[src/rtl/multicycle_sequencer_pkg.sv]
// Shared encodings for the multi-cycle MIPS sequencer:
// states, opcode/funct values, ALUOp codes and datapath mux selects.
package multicycle_sequencer_pkg;

  typedef enum logic [3:0] {
    S_RESET,
    S_FETCH,
    S_DECODE,
    S_EXEC_R,
    S_EXEC_I,
    S_ADDR,
    S_MEM_RD,
    S_MEM_WR,
    S_WB_ALU,
    S_WB_MEM,
    S_BRANCH,
    S_JUMP,
    S_HALT
  } state_e;

  localparam logic [5:0] OP_R    = 6'h00;
  localparam logic [5:0] OP_J    = 6'h02;
  localparam logic [5:0] OP_JAL  = 6'h03;
  localparam logic [5:0] OP_BEQ  = 6'h04;
  localparam logic [5:0] OP_BNE  = 6'h05;
  localparam logic [5:0] OP_ADDI = 6'h08;
  localparam logic [5:0] OP_XORI = 6'h0e;
  localparam logic [5:0] OP_LW   = 6'h23;
  localparam logic [5:0] OP_SW   = 6'h2b;

  localparam logic [5:0] FN_JR  = 6'h08;
  localparam logic [5:0] FN_ADD = 6'h20;
  localparam logic [5:0] FN_SUB = 6'h22;
  localparam logic [5:0] FN_SLT = 6'h2a;

  // Zero is kept free so an idle cycle drives no ALU request.
  localparam logic [5:0] ALU_ADD   = 6'd1;
  localparam logic [5:0] ALU_SUB   = 6'd2;
  localparam logic [5:0] ALU_XOR   = 6'd3;
  localparam logic [5:0] ALU_SLT   = 6'd4;
  localparam logic [5:0] ALU_FUNCT = 6'd5;

  localparam logic [1:0] PC_ALU    = 2'd0;
  localparam logic [1:0] PC_ALUOUT = 2'd1;
  localparam logic [1:0] PC_JUMP   = 2'd2;
  localparam logic [1:0] PC_REG    = 2'd3;

  localparam logic [1:0] SRCB_B      = 2'd0;
  localparam logic [1:0] SRCB_FOUR   = 2'd1;
  localparam logic [1:0] SRCB_IMM    = 2'd2;
  localparam logic [1:0] SRCB_IMM_SH = 2'd3;

  localparam logic [1:0] DST_RT = 2'd0;
  localparam logic [1:0] DST_RD = 2'd1;
  localparam logic [1:0] DST_RA = 2'd2;

  localparam logic [1:0] WD_ALU = 2'd0;
  localparam logic [1:0] WD_MDR = 2'd1;
  localparam logic [1:0] WD_PC  = 2'd2;

  localparam logic [1:0] FLT_NONE    = 2'd0;
  localparam logic [1:0] FLT_ILLEGAL = 2'd1;
  localparam logic [1:0] FLT_TIMEOUT = 2'd2;

  function automatic state_e dispatch(
    input logic [5:0] op,
    input logic [5:0] fn
  );
    logic is_r;
    is_r = (op == OP_R);
    unique case (1'b1)
      is_r && fn == FN_JR:
        dispatch = S_JUMP;
      is_r && (fn == FN_ADD || fn == FN_SUB
               || fn == FN_SLT):
        dispatch = S_EXEC_R;
      op == OP_ADDI || op == OP_XORI:
        dispatch = S_EXEC_I;
      op == OP_LW || op == OP_SW:
        dispatch = S_ADDR;
      op == OP_BEQ || op == OP_BNE:
        dispatch = S_BRANCH;
      op == OP_J || op == OP_JAL:
        dispatch = S_JUMP;
      default:
        dispatch = S_HALT;
    endcase
  endfunction

endpackage

[src/rtl/multicycle_sequencer_mem_wait_timer.sv]
// Counts cycles a memory request waits for ready;
// expired_o flags the configured timeout.
module multicycle_sequencer_mem_wait_timer #(
  parameter int unsigned MEM_TIMEOUT = 16
) (
  input  logic clk,
  input  logic rst_n,
  input  logic clr_i,
  input  logic inc_i,
  output logic expired_o
);

  logic [7:0] cnt_q;

  assign expired_o = (cnt_q >= 8'(MEM_TIMEOUT));

  always_ff @(posedge clk or negedge rst_n) begin
    if (!rst_n) begin
      cnt_q <= 8'd0;
    end else if (clr_i) begin
      cnt_q <= 8'd0;
    end else if (inc_i && !expired_o) begin
      cnt_q <= cnt_q + 8'd1;
    end
  end

endmodule

[src/rtl/multicycle_sequencer.sv]
// Multi-cycle MIPS control FSM: per-state strobes, memory
// handshake with timeout, fault parking and retire counter.
module multicycle_sequencer
  import multicycle_sequencer_pkg::*;
#(
  parameter int unsigned MEM_TIMEOUT = 16,
  parameter int unsigned CNT_WIDTH   = 32
) (
  input  logic                 clk,
  input  logic                 reset,
  input  logic                 run,
  input  logic [5:0]           opcode,
  input  logic [5:0]           funct,
  input  logic                 alu_zero,
  input  logic                 mem_ready,
  output logic                 mem_req,
  output logic                 mem_we,
  output logic                 iord,
  output logic                 ir_write,
  output logic                 pc_write,
  output logic [1:0]           pc_src,
  output logic                 alu_src_a,
  output logic [1:0]           alu_src_b,
  output logic [5:0]           alu_op,
  output logic                 reg_write,
  output logic [1:0]           reg_dst,
  output logic [1:0]           wd_sel,
  output logic                 halted,
  output logic [1:0]           fault,
  output logic [CNT_WIDTH-1:0] retired
);

  state_e               state_q, state_d;
  logic [1:0]           fault_q, fault_d;
  logic [CNT_WIDTH-1:0] retired_q;
  logic                 retire;
  logic                 tmr_expired;

  multicycle_sequencer_mem_wait_timer #(
    .MEM_TIMEOUT(MEM_TIMEOUT)
  ) u_timer (
    .clk      (clk),
    .rst_n    (reset),
    .clr_i    (state_d != state_q),
    .inc_i    (mem_req && !mem_ready),
    .expired_o(tmr_expired)
  );

  assign halted  = (state_q == S_HALT);
  assign fault   = fault_q;
  assign retired = retired_q;

  always_comb begin
    state_d   = state_q;
    fault_d   = fault_q;
    retire    = 1'b0;
    mem_req   = 1'b0;
    mem_we    = 1'b0;
    iord      = 1'b0;
    ir_write  = 1'b0;
    pc_write  = 1'b0;
    pc_src    = PC_ALU;
    alu_src_a = 1'b0;
    alu_src_b = SRCB_B;
    alu_op    = 6'd0;
    reg_write = 1'b0;
    reg_dst   = DST_RT;
    wd_sel    = WD_ALU;
    unique case (state_q)
      S_RESET: state_d = S_FETCH;
      S_FETCH: begin
        if (tmr_expired) begin
          state_d = S_HALT;
          fault_d = FLT_TIMEOUT;
        end else if (run) begin
          mem_req   = 1'b1;
          alu_src_b = SRCB_FOUR;
          alu_op    = ALU_ADD;
          if (mem_ready) begin
            ir_write = 1'b1;
            pc_write = 1'b1;
            state_d  = S_DECODE;
          end
        end
      end
      S_DECODE: begin
        alu_src_b = SRCB_IMM_SH;
        alu_op    = ALU_ADD;
        state_d   = dispatch(opcode, funct);
        if (state_d == S_HALT) fault_d = FLT_ILLEGAL;
      end
      S_EXEC_R: begin
        alu_src_a = 1'b1;
        alu_op    = ALU_FUNCT;
        state_d   = S_WB_ALU;
      end
      S_EXEC_I: begin
        alu_src_a = 1'b1;
        alu_src_b = SRCB_IMM;
        alu_op    = (opcode == OP_XORI) ? ALU_XOR : ALU_ADD;
        state_d   = S_WB_ALU;
      end
      S_WB_ALU: begin
        reg_write = 1'b1;
        reg_dst   = (opcode == OP_R) ? DST_RD : DST_RT;
        retire    = 1'b1;
        state_d   = S_FETCH;
      end
      S_ADDR: begin
        alu_src_a = 1'b1;
        alu_src_b = SRCB_IMM;
        alu_op    = ALU_ADD;
        state_d   = (opcode == OP_SW) ? S_MEM_WR : S_MEM_RD;
      end
      S_MEM_RD: begin
        if (tmr_expired) begin
          state_d = S_HALT;
          fault_d = FLT_TIMEOUT;
        end else begin
          mem_req = 1'b1;
          iord    = 1'b1;
          if (mem_ready) state_d = S_WB_MEM;
        end
      end
      S_WB_MEM: begin
        reg_write = 1'b1;
        wd_sel    = WD_MDR;
        retire    = 1'b1;
        state_d   = S_FETCH;
      end
      S_MEM_WR: begin
        if (tmr_expired) begin
          state_d = S_HALT;
          fault_d = FLT_TIMEOUT;
        end else begin
          mem_req = 1'b1;
          mem_we  = 1'b1;
          iord    = 1'b1;
          if (mem_ready) begin
            retire  = 1'b1;
            state_d = S_FETCH;
          end
        end
      end
      S_BRANCH: begin
        alu_src_a = 1'b1;
        alu_op    = ALU_SUB;
        pc_src    = PC_ALUOUT;
        pc_write  = (opcode == OP_BEQ) ? alu_zero : !alu_zero;
        retire    = 1'b1;
        state_d   = S_FETCH;
      end
      S_JUMP: begin
        pc_write = 1'b1;
        pc_src   = (opcode == OP_R) ? PC_REG : PC_JUMP;
        if (opcode == OP_JAL) begin
          reg_write = 1'b1;
          reg_dst   = DST_RA;
          wd_sel    = WD_PC;
        end
        retire  = 1'b1;
        state_d = S_FETCH;
      end
      S_HALT: state_d = S_HALT;
      default: state_d = S_HALT;
    endcase
  end

  always_ff @(posedge clk or negedge reset) begin
    if (!reset) begin
      state_q   <= S_RESET;
      fault_q   <= FLT_NONE;
      retired_q <= '0;
    end else begin
      state_q <= state_d;
      fault_q <= fault_d;
      if (retire) retired_q <= retired_q + CNT_WIDTH'(1);
    end
  end

endmodule

[config.mk]
export PLATFORM = sky130hd
export DESIGN_NAME = multicycle_sequencer
export DESIGN_NICKNAME = d
export VERILOG_FILES = /design/src/rtl/multicycle_sequencer_pkg.sv /design/src/rtl/multicycle_sequencer_mem_wait_timer.sv /design/src/rtl/multicycle_sequencer.sv
export SDC_FILE = /design/constraint.sdc
export NUM_CORES = 1
export LEC_CHECK = 0
export CAP_MARGIN = 25
export CELL_PAD_IN_SITES_DETAIL_PLACEMENT = 1
export CELL_PAD_IN_SITES_GLOBAL_PLACEMENT = 1
export CORE_ASPECT_RATIO = 0.6
export CORE_UTILIZATION = 39
export DETAILED_ROUTE_END_ITERATION = 16
export PLACE_DENSITY = 0.82
export SLEW_MARGIN = 20
export SYNTH_ARGS = -nofsm -noshare
export SYNTH_HDL_FRONTEND = slang
export SYNTH_SLANG_ARGS = --single-unit
[constraint.sdc]
create_clock -name clk -period 5.15 [get_ports clk]
set_input_delay 1.2875 -clock clk [delete_from_list [all_inputs] [get_ports clk]]
set_output_delay 1.2875 -clock clk [all_outputs]
set_load 0.005 [all_outputs]
After elaboration in Yosys (flattened, before gate mapping):

Cells that the tools add are included.

* output and inout port bits: 56
* logic and storage cells: 109
* register bits after elaboration: 46
* bits of input ports: 17

* multiplexer cells: 46
* $add $sub $neg: 2
* $lt $le $gt $ge: 1
* reductions and logical operators: 28
* equal/unequal tests: 28

Operators by type and width (count)
* $add 32x1->32 const B: 1
* $mux 4: 8
* $eq 6x6->1 const B: 5
* $pmux 4 s7: 1
* $eq 4x4->1 const B: 6
* $mux 1: 20
* $pmux 4 s5: 1
* $eq 6x4->1 const B: 3
* $eq 4x3->1 const B: 4
* $mux 8: 2
* $pmux 2 s2: 4
* $pmux 3 s5: 1
* $eq 6x2->1 const B: 2
* $eq 6x3->1 const B: 2
* $reduce_or 2->1: 6
* $add 8x1->8 const B: 1
* $eq 4x2->1 const B: 2
* $ge 8x5->1 const B: 1
* $mux 2: 4
* $reduce_or 4->1: 2
* $logic_not 6->1: 1
* $logic_or 1x1->1: 6
* $pmux 1 s2: 3
* $pmux 2 s3: 1
* 12 further kinds: 18

Depth between registers and ports, before layout:

Gate-level depths: netlist of run 1.

* depth after elaboration: 9
* depth in mapped cells: 7
* mapped depth without buffers: 6

Modules after synthesis:

A second synthesis of run 1 with hierarchy kept.

* cells, all modules: 297
* area, all modules: 2795.2 µm²

Modules (own cells, without submodules)
* multicycle_sequencer: cells each 262, seq. area each 950.9 µm², times used 1, area each 2412.3 µm²
* multicycle_sequencer_mem_wait_timer: cells each 35, seq. area each 200.2 µm², times used 1, area each 382.9 µm²

Worst setup path before layout of run 1:

No wires, ideal clock.

* kind: input-to-output
* start point: input opcode[2]
* end point: output reg_write
* data required time: 3863 ps
* setup slack: 1783 ps
* stages on the path: 3
* path buffers: 0
* data arrival time: 2079 ps
* cell sequence: nor4_1 -> and4_1 -> o21bai_1

* longest elaborated chain between the ends: 3

Ends and longest elaborated chain
* start: declaration: line multicycle_sequencer.sv:12 `input logic [5:0] opcode,`
* $eq 6x2->1: line multicycle_sequencer.sv:156 `if (opcode == OP_JAL) begin`
* $mux 1: line multicycle_sequencer.sv:156
* $pmux 1 s2: line multicycle_sequencer.sv:69 `unique case (state_q)`
* end: declaration: line multicycle_sequencer.sv:25 `output logic reg_write,`

Every way passes these cells.

Final worst setup path of run 1:

Ends and elaborated chain as after synthesis.

==> results.md, run 1 <==
- Endpoint of the worst hold-timing path: retired[11]
- Average size of a mapped cell: between 9 and 10 um^2
- Area of the core region: roughly 6700 um^2
- Worst path max stage delay: ~0.55 ns
- Unrepaired setup endpoints after global routing: no
- Beginning of the worst register-to-register path: state_q[0]
- Sequential Power Share: 0.360
- Remaining routing DRC violations: 0
- P_sw: approximately 600 uW
- Synthesized netlist cell count: roughly 290
- Row count: 23
- Worst R2R End: u_timer.cnt_q[0]
- Cell with the largest stage delay on the worst path: sky130_fd_sc_hd__nor4_1
- Proportion of synthesized flip-flops having asynchronous set or reset: 1.000
- Total power divided by cell area: 415.2 nW/um^2
- Flip-flop and latch count after synthesis: 46
- Postcts setup bufs: 0
- ANT cells: 0
- Antenna violations before repair: 0
- Sequential cell area: between 1000 and 1500 um^2
- Largest net degree at the start of global routing: 47
- Post-route clock period utilization: 0.8863
- Hold-fix buffer count after cts: 0
- Most common flop cell mapped by yosys: sky130_fd_sc_hd__dfrtp_1
- Cell at the root of the clock tree: sky130_fd_sc_hd__clkbuf_16
- Number of distinct library cells after synthesis: 50
- Most area-consuming cells after synthesis: sky130_fd_sc_hd__dfrtp_1, sky130_fd_sc_hd__xnor2_1, sky130_fd_sc_hd__nand3_1, sky130_fd_sc_hd__nor2_1, sky130_fd_sc_hd__nand2_1
- Share of the synthesized area in the top cell type: 0.4255
- Initial core utilization: 0.4052
- Number of hold violations in the final report: 0
- Clock latency of the later-clocked register in the worst-skew pair: around 0.29 ns
- Iteration-0 DRC Markers: 137
- Worst Clk Skew: about 0.0056 ns
- Fraction of layout cells with a size suffix above 1: 0.04237
- Outcome: complete, no violations
- Final nets: 373
- Clock Path Buffers: 2
- Worst-path clk slew: 0.06 ns
- Clock buffers created by TritonCTS: 5
- Num Clock Sinks: 46
- Worst hold start: retired[11]
- Peak clock frequency supported by timing: 0.2191 GHz
- Max capacitance violation total: 0
- Most prevalent standard cell on the critical path: sky130_fd_sc_hd__clkdlybuf4s50_1
- Switching power as a share of total power: 0.3932
- Critical path's top delay family: buffers and inverters
- Length in cells of the worst reg-to-reg path: 6
- Count of boundary I/O pins: 73
- Layout Cell Area excl Fill: ~3600 um^2
- Area growth from synthesis to layout: 32.70%
- LEAKAGE: roughly 0.0015 uW
- Die area: between 7000 and 8000 um^2
- Number of buffer cells added on primary ports: 69
- CP required: a little under 4 ns
- Type of origin of the critical path: input pin
- Type of the tightest min-delay check: reg -> reg
- Commonest cells after routing, fill and taps aside: sky130_fd_sc_hd__clkdlybuf4s50_1, sky130_fd_sc_hd__dfrtp_1, sky130_fd_sc_hd__xnor2_1, sky130_fd_sc_hd__nor2_1, sky130_fd_sc_hd__nand2_1
- First-pass iteration count of the detailed router: 4
- Crit. path cell count: 5
- Per-cell via count in the routed design: around 5.6
- Mapped Area: about 2700 um^2
- Yosys warns: 0
- Part of the Yosys area used for sequential elements: 0.4255
- Cell accounting for the most synthesized area: sky130_fd_sc_hd__dfrtp_1
- Maximum fanout count along the critical path: 6
- Final GP Congestion: about 0.85
- Cell area after placement: around 3400 um^2
- Startpoint of the most critical setup path: opcode[2]
- H-tree levels: 2
- Number of global-route vias before repair: about 2400
- Count of vias placed by the detailed router: about 2500
- Final Routed Wirelength: 8184 um
- PostCTS Resize Cnt: 0
- Setup total negative slack: 0 ns
- CTS tree: yes
- Area of combinational cells with multiple inputs: 1454 um^2
- Post-detail-place hpwl: approximately 5800 um
- Final setup viols: 0
- Final critical path time including I/O delays and setup: between 4 and 5 ns
- Worst Path Class, Setup: in -> out
- Commonest non-fill, non-tap cell in the layout: sky130_fd_sc_hd__clkdlybuf4s50_1
- Vertical die dimension: roughly 67 um
- EDFF count, synth: 0
- Routed Antenna Nets: 0
- Fillers: just under 800
- Worst R2R Setup Slack: roughly 2.1 ns
- Hold path cells: 1
- First-pass GRT wire length: 13210 um
- P_int: about 900 uW
- Clock power frac: 0.230
- Setup crit end kind: output pin
- Total track usage: 0.2395
- Worst Max-Slew Pin Slew: between 0.8 and 0.9 ns
- Max Transition Viols Final: 0
- Tightest slew margin relative to the limit: 0.4152
- Buffers and inverters on the worst path: 2
- Sum of overflow across all layers after global routing: 0
- Sequence of cells on the critical path: clkdlybuf4s50_1 -> nor4_1 -> and4_1 -> o21bai_1 -> clkdlybuf4s50_1
- Horizontal die dimension: between 100 and 150 um
- Signal arrival time at the worst endpoint: 3.28 ns
- Proportion of power drawn by combinational gates: 0.410
- Worst supply voltage drop on vdd: between 200 and 250 uV
- Average routed wire per standard cell: around 19 um
## power by group through the flow
stage / sequential (uW) / combinational (uW) / clock (uW)
2_1_floorplan: 460 / 404 / 0
3_3_place_gp: 534 / 575 / 0
3_5_place_dp: 538 / 600 / 0
4_1_cts: 533 / 616 / 351
5_1_grt: 548 / 672 / 367
6_report: 536 / 611 / 343
## how the worst max path moves through the flow
stage                       endpoint  slack, ns
after global placement     reg_write       0.65
after global routing      reg_dst[0]       0.27
after floorplan            reg_write       1.78
after detailed placement   reg_write       0.60
after CTS                  reg_write       0.58
final                      reg_write       0.59
## routing by layer
layer,vias up,global-route usage,part of all wire
li1,1164,-,-
met1,1245,0.3529,0.49
met2,64,0.3624,0.45
met3,9,0.04990,0.050
met4,0,0.04333,0.0090
met5,-,0,0
## cells in the mapped netlist (all sizes together) (2+ instances only)
cell type  number
and3           10
clkbuf          8
ha              3
nor4           10
and2            3
mux2i           3
o32ai           3
buf             8
and4            5
inv             7
nor2b           5
nand3          20
nand4          12
or3             3
o21ai           2
xnor2          30
dfrtp          46
o31ai           3
xor2            9
nand2b          4
nand2          24
or4             3
a31oi           2
nor2           26
nor3           12
nor4b           2
a21oi          11
## per-stage QoR
| stage | setup WS [ns] | std cells | utilization | hold slack [ns] | total power [uW] |
|---|---|---|---|---|---|
| 2_1_floorplan | 1.783 | 293 | - | 0.4683 | 863.8 |
| 3_5_place_dp | 0.5995 | 433 | 0.5131 | 0.4743 | 1138 |
| 3_3_place_gp | 0.6532 | 433 | 0.5131 | 0.4644 | 1109 |
| 4_1_cts | 0.5800 | 441 | 0.5373 | 0.4872 | 1499 |
| 6_report | 0.5854 | 441 | 0.5377 | 0.4809 | 1491 |
| 5_1_grt | 0.2728 | 441 | 0.5377 | 0.5124 | 1587 |
## worst register-to-register path, stage by stage (launching register included)
cell                      delay, ns
sky130_fd_sc_hd__dfrtp_1       0.83
sky130_fd_sc_hd__nor3b_1       0.58
sky130_fd_sc_hd__nor2_1        0.24
sky130_fd_sc_hd__o41ai_2       0.40
sky130_fd_sc_hd__mux2i_1       0.14
sky130_fd_sc_hd__a31o_4        0.29
sky130_fd_sc_hd__nor4_1        0.42
## state kept, by name, summed over array words and instances (netlist names)
register,count
retired,32
state_q,4
u_timer.cnt_q,8
fault,2
## logic make-up after synthesis
| logic type | after synthesis | share of synthesized area |
|---|---|---|
| buffers and inverters | 23 | 0.03978 |
| XOR/XNOR | 39 | 0.1263 |
| AND/OR/NAND/NOR | 144 | 0.2882 |
| adder cells (fa/ha/maj) | 4 | 0.01758 |
| flip-flops | 46 | 0.4255 |
| multiplexers | 4 | 0.01526 |
| other | 1 | 0.001386 |
| AO/OA/AOI/OAI | 30 | 0.08604 |
## final cells by class
class	instances	share of cell area
Tap cell	87	0.03032
Sequential cell	46	0.3207
Inverter	7	0.007320
Multi-Input combinational cell	224	0.4050
Clock inverter	1	0.002440
Clock buffer	7	0.04252
Timing Repair Buffer	69	0.1917
No activity file was read; power rests on OpenSTA's default activity.
==> run 2: changes to the inputs <==
--- a/config.mk
+++ b/config.mk
@@ -9,9 +9,11 @@
 export CELL_PAD_IN_SITES_DETAIL_PLACEMENT = 1
 export CELL_PAD_IN_SITES_GLOBAL_PLACEMENT = 1
 export CORE_ASPECT_RATIO = 0.6
-export CORE_UTILIZATION = 39
+export CORE_MARGIN = 2
+export CORE_UTILIZATION = 45
 export DETAILED_ROUTE_END_ITERATION = 16
-export PLACE_DENSITY = 0.82
+export DONT_BUFFER_PORTS = 1
+export PLACE_DENSITY = 0.73
 export SLEW_MARGIN = 20
 export SYNTH_ARGS = -nofsm -noshare
 export SYNTH_HDL_FRONTEND = slang
==> run 2 against run 1 <==
Register-to-register slack gained 0.18 ns. Clock skew grew 0.0042 ns. Routed wire length shrank 17%. Maximum frequency grew 30%. Critical path type unchanged.
==> results.md, run 2 (synthesis gave the netlist of run 1 again) <==
- Commonest cells after routing, fill and taps aside: sky130_fd_sc_hd__dfrtp_1, sky130_fd_sc_hd__xnor2_1, sky130_fd_sc_hd__nor2_1, sky130_fd_sc_hd__nand2_1, sky130_fd_sc_hd__nand3_1 (was sky130_fd_sc_hd__clkdlybuf4s50_1, sky130_fd_sc_hd__dfrtp_1, sky130_fd_sc_hd__xnor2_1, sky130_fd_sc_hd__nor2_1, sky130_fd_sc_hd__nand2_1)
- Worst-path clk slew: 0.09 ns (was 0.06 ns)
- Worst Clk Skew: 0.009758 ns (was 0.005591 ns)
- H-tree levels: 2 (unchanged)
- Setup crit end kind: output pin (unchanged)
- Final GP Congestion: 0.8108 (was 0.8496)
- Row count: 21 (was 23)
- Tightest slew margin relative to the limit: 0.4361 (was 0.4152)
- Type of origin of the critical path: input pin (unchanged)
- Final Routed Wirelength: 6813 um (was 8184 um)
- Final setup viols: 0 (unchanged)
- Total power divided by cell area: 430.2 nW/um^2 (was 415.2 nW/um^2)
- PostCTS Resize Cnt: 0 (unchanged)
- Hold Slack: 0.5035 ns (was 0.4809 ns)
- Post-route clock period utilization: 0.6807 (was 0.8863)
- Signal arrival time at the worst endpoint: 2.22 ns (was 3.28 ns)
- CP required: 3.86 ns (about the same)
- Max Transition Viols Final: 0 (unchanged)
- Num Clock Sinks: 46 (unchanged)
- Commonest non-fill, non-tap cell in the layout: sky130_fd_sc_hd__dfrtp_1 (was sky130_fd_sc_hd__clkdlybuf4s50_1)
- Iteration-0 DRC Markers: 101 (was 137)
- Count of vias placed by the detailed router: 2196 (was 2482)
- Number of global-route vias before repair: 2047 (was 2419)
- Routed Antenna Nets: 0 (unchanged)
- First-pass GRT wire length: 11070 um (was 13210 um)
- Count of boundary I/O pins: 73 (unchanged)
- Vertical die dimension: 64.06 um (was 66.51 um)
- Die area: 6668 um^2 (was 7284 um^2)
- LEAKAGE: 0.001169 uW (was 0.001457 uW)
- Worst Max-Slew Pin Slew: 0.8459 ns (was 0.8692 ns)
- Remaining routing DRC violations: 0 (unchanged)
- Horizontal die dimension: 104.1 um (was 109.5 um)
- Peak clock frequency supported by timing: 0.2852 GHz (was 0.2191 GHz)
- ANT cells: 0 (unchanged)
- Hold-fix buffer count after cts: 0 (unchanged)
- Cell at the root of the clock tree: sky130_fd_sc_hd__clkbuf_8 (was sky130_fd_sc_hd__clkbuf_16)
- Postcts setup bufs: 0 (unchanged)
- Worst supply voltage drop on vdd: 192.0 uV (was 211.0 uV)
- Clock buffers created by TritonCTS: 5 (unchanged)
- Final core occ: 0.4976 (was 0.5377)
- Type of the tightest min-delay check: reg -> reg (unchanged)
- Fraction of layout cells with a size suffix above 1: 0.04912 (was 0.04237)
- Clock latency of the later-clocked register in the worst-skew pair: 0.30 ns (was 0.29 ns)
- CTS tree: yes (unchanged)
- Area growth from synthesis to layout: 4.394% (was 32.70%)
- Max capacitance violation total: 0 (unchanged)
- Outcome: complete, no violations (unchanged)
- Number of buffer cells added on primary ports: 0 (was 69)
- Initial core utilization: 0.4766 (was 0.4052)
- Largest net degree at the start of global routing: 47 (unchanged)
- Per-cell via count in the routed design: 6.016 (was 5.628)
- Number of hold violations in the final report: 0 (unchanged)
- Clock Path Buffers: 2 (unchanged)
- Total track usage: 0.2099 (was 0.2395)
- Total power: 1215 uW (was 1491 uW)
- Average routed wire per standard cell: 18.67 um (was 18.56 um)
- Post-detail-place hpwl: 4999 um (was 5752 um)
- Max reg flops: 32 (unchanged)
- Final critical path time including I/O delays and setup: 3.506 ns (was 4.565 ns)
- Setup total negative slack: 0 ns (unchanged)
- Worst Path Class, Setup: in -> out (unchanged)
- Maximum fanout count along the critical path: 6 (unchanged)
- Antenna violations before repair: 0 (unchanged)
- Sum of overflow across all layers after global routing: 0 (unchanged)
- Final nets: 304 (was 373)
- Unrepaired setup endpoints after global routing: no (unchanged)
- Area of the core region: 5675 um^2 (was 6676 um^2)
- First-pass iteration count of the detailed router: 4 (unchanged)
-- run 2: metal layers --
| metal | vias to the layer above | wire, um | global-route usage |
|---|---|---|---|
| met1 | 1091 | 3536 | 0.3234 |
| met3 | 4 | 484 | 0.07245 |
| met4 | 0 | 28 | 0.03547 |
| met5 | - | 0 | 0 |
| li1 | 1022 | - | - |
| met2 | 79 | 2763 | 0.2837 |
-- run 2: report_power, final --
part / internal, uW / switching, uW
logic: 172 / 272
clock network: 97.2 / 132
registers: 405 / 138
total: 674 / 541
-- run 2: layout make-up --
type | count | area, um^2
Fill cell | 677 | 2851
Tap cell | 80 | 100.1
Clock buffer | 5 | 68.82
Clock inverter | 3 | 23.77
Multi-Input combinational cell | 224 | 1454
Sequential cell | 46 | 1151
Inverter | 7 | 26.28
-- run 2: final timing paths --
kind                       cells past startpoint   startpoint                to  slack (ns)
max                                            3    opcode[2]        reg_dst[0]        1.64
max reg2reg                                    5   state_q[0]  u_timer.cnt_q[1]        2.29
max in group asynchronous                      0        reset          fault[0]        4.39
min                                            1  retired[31]       retired[31]        0.50
min in group asynchronous                      0        reset       retired[13]        0.67
min reg2reg                                    1  retired[31]       retired[31]        0.50
-- run 2: through the flow --
stage,cells,area (um^2),worst slack [ns]
final,365,2824,1.644
after global routing,365,2824,1.473
after CTS,365,2824,1.648
after detailed placement,357,2731,1.656
after global placement,357,2731,1.662
after floorplan,293,2713,1.783
-- run 2: critical path: stages --
cell and delay (ns):
sky130_fd_sc_hd__nor4_1 0.47, sky130_fd_sc_hd__nand2_1 0.16, sky130_fd_sc_hd__nor4_1 0.30
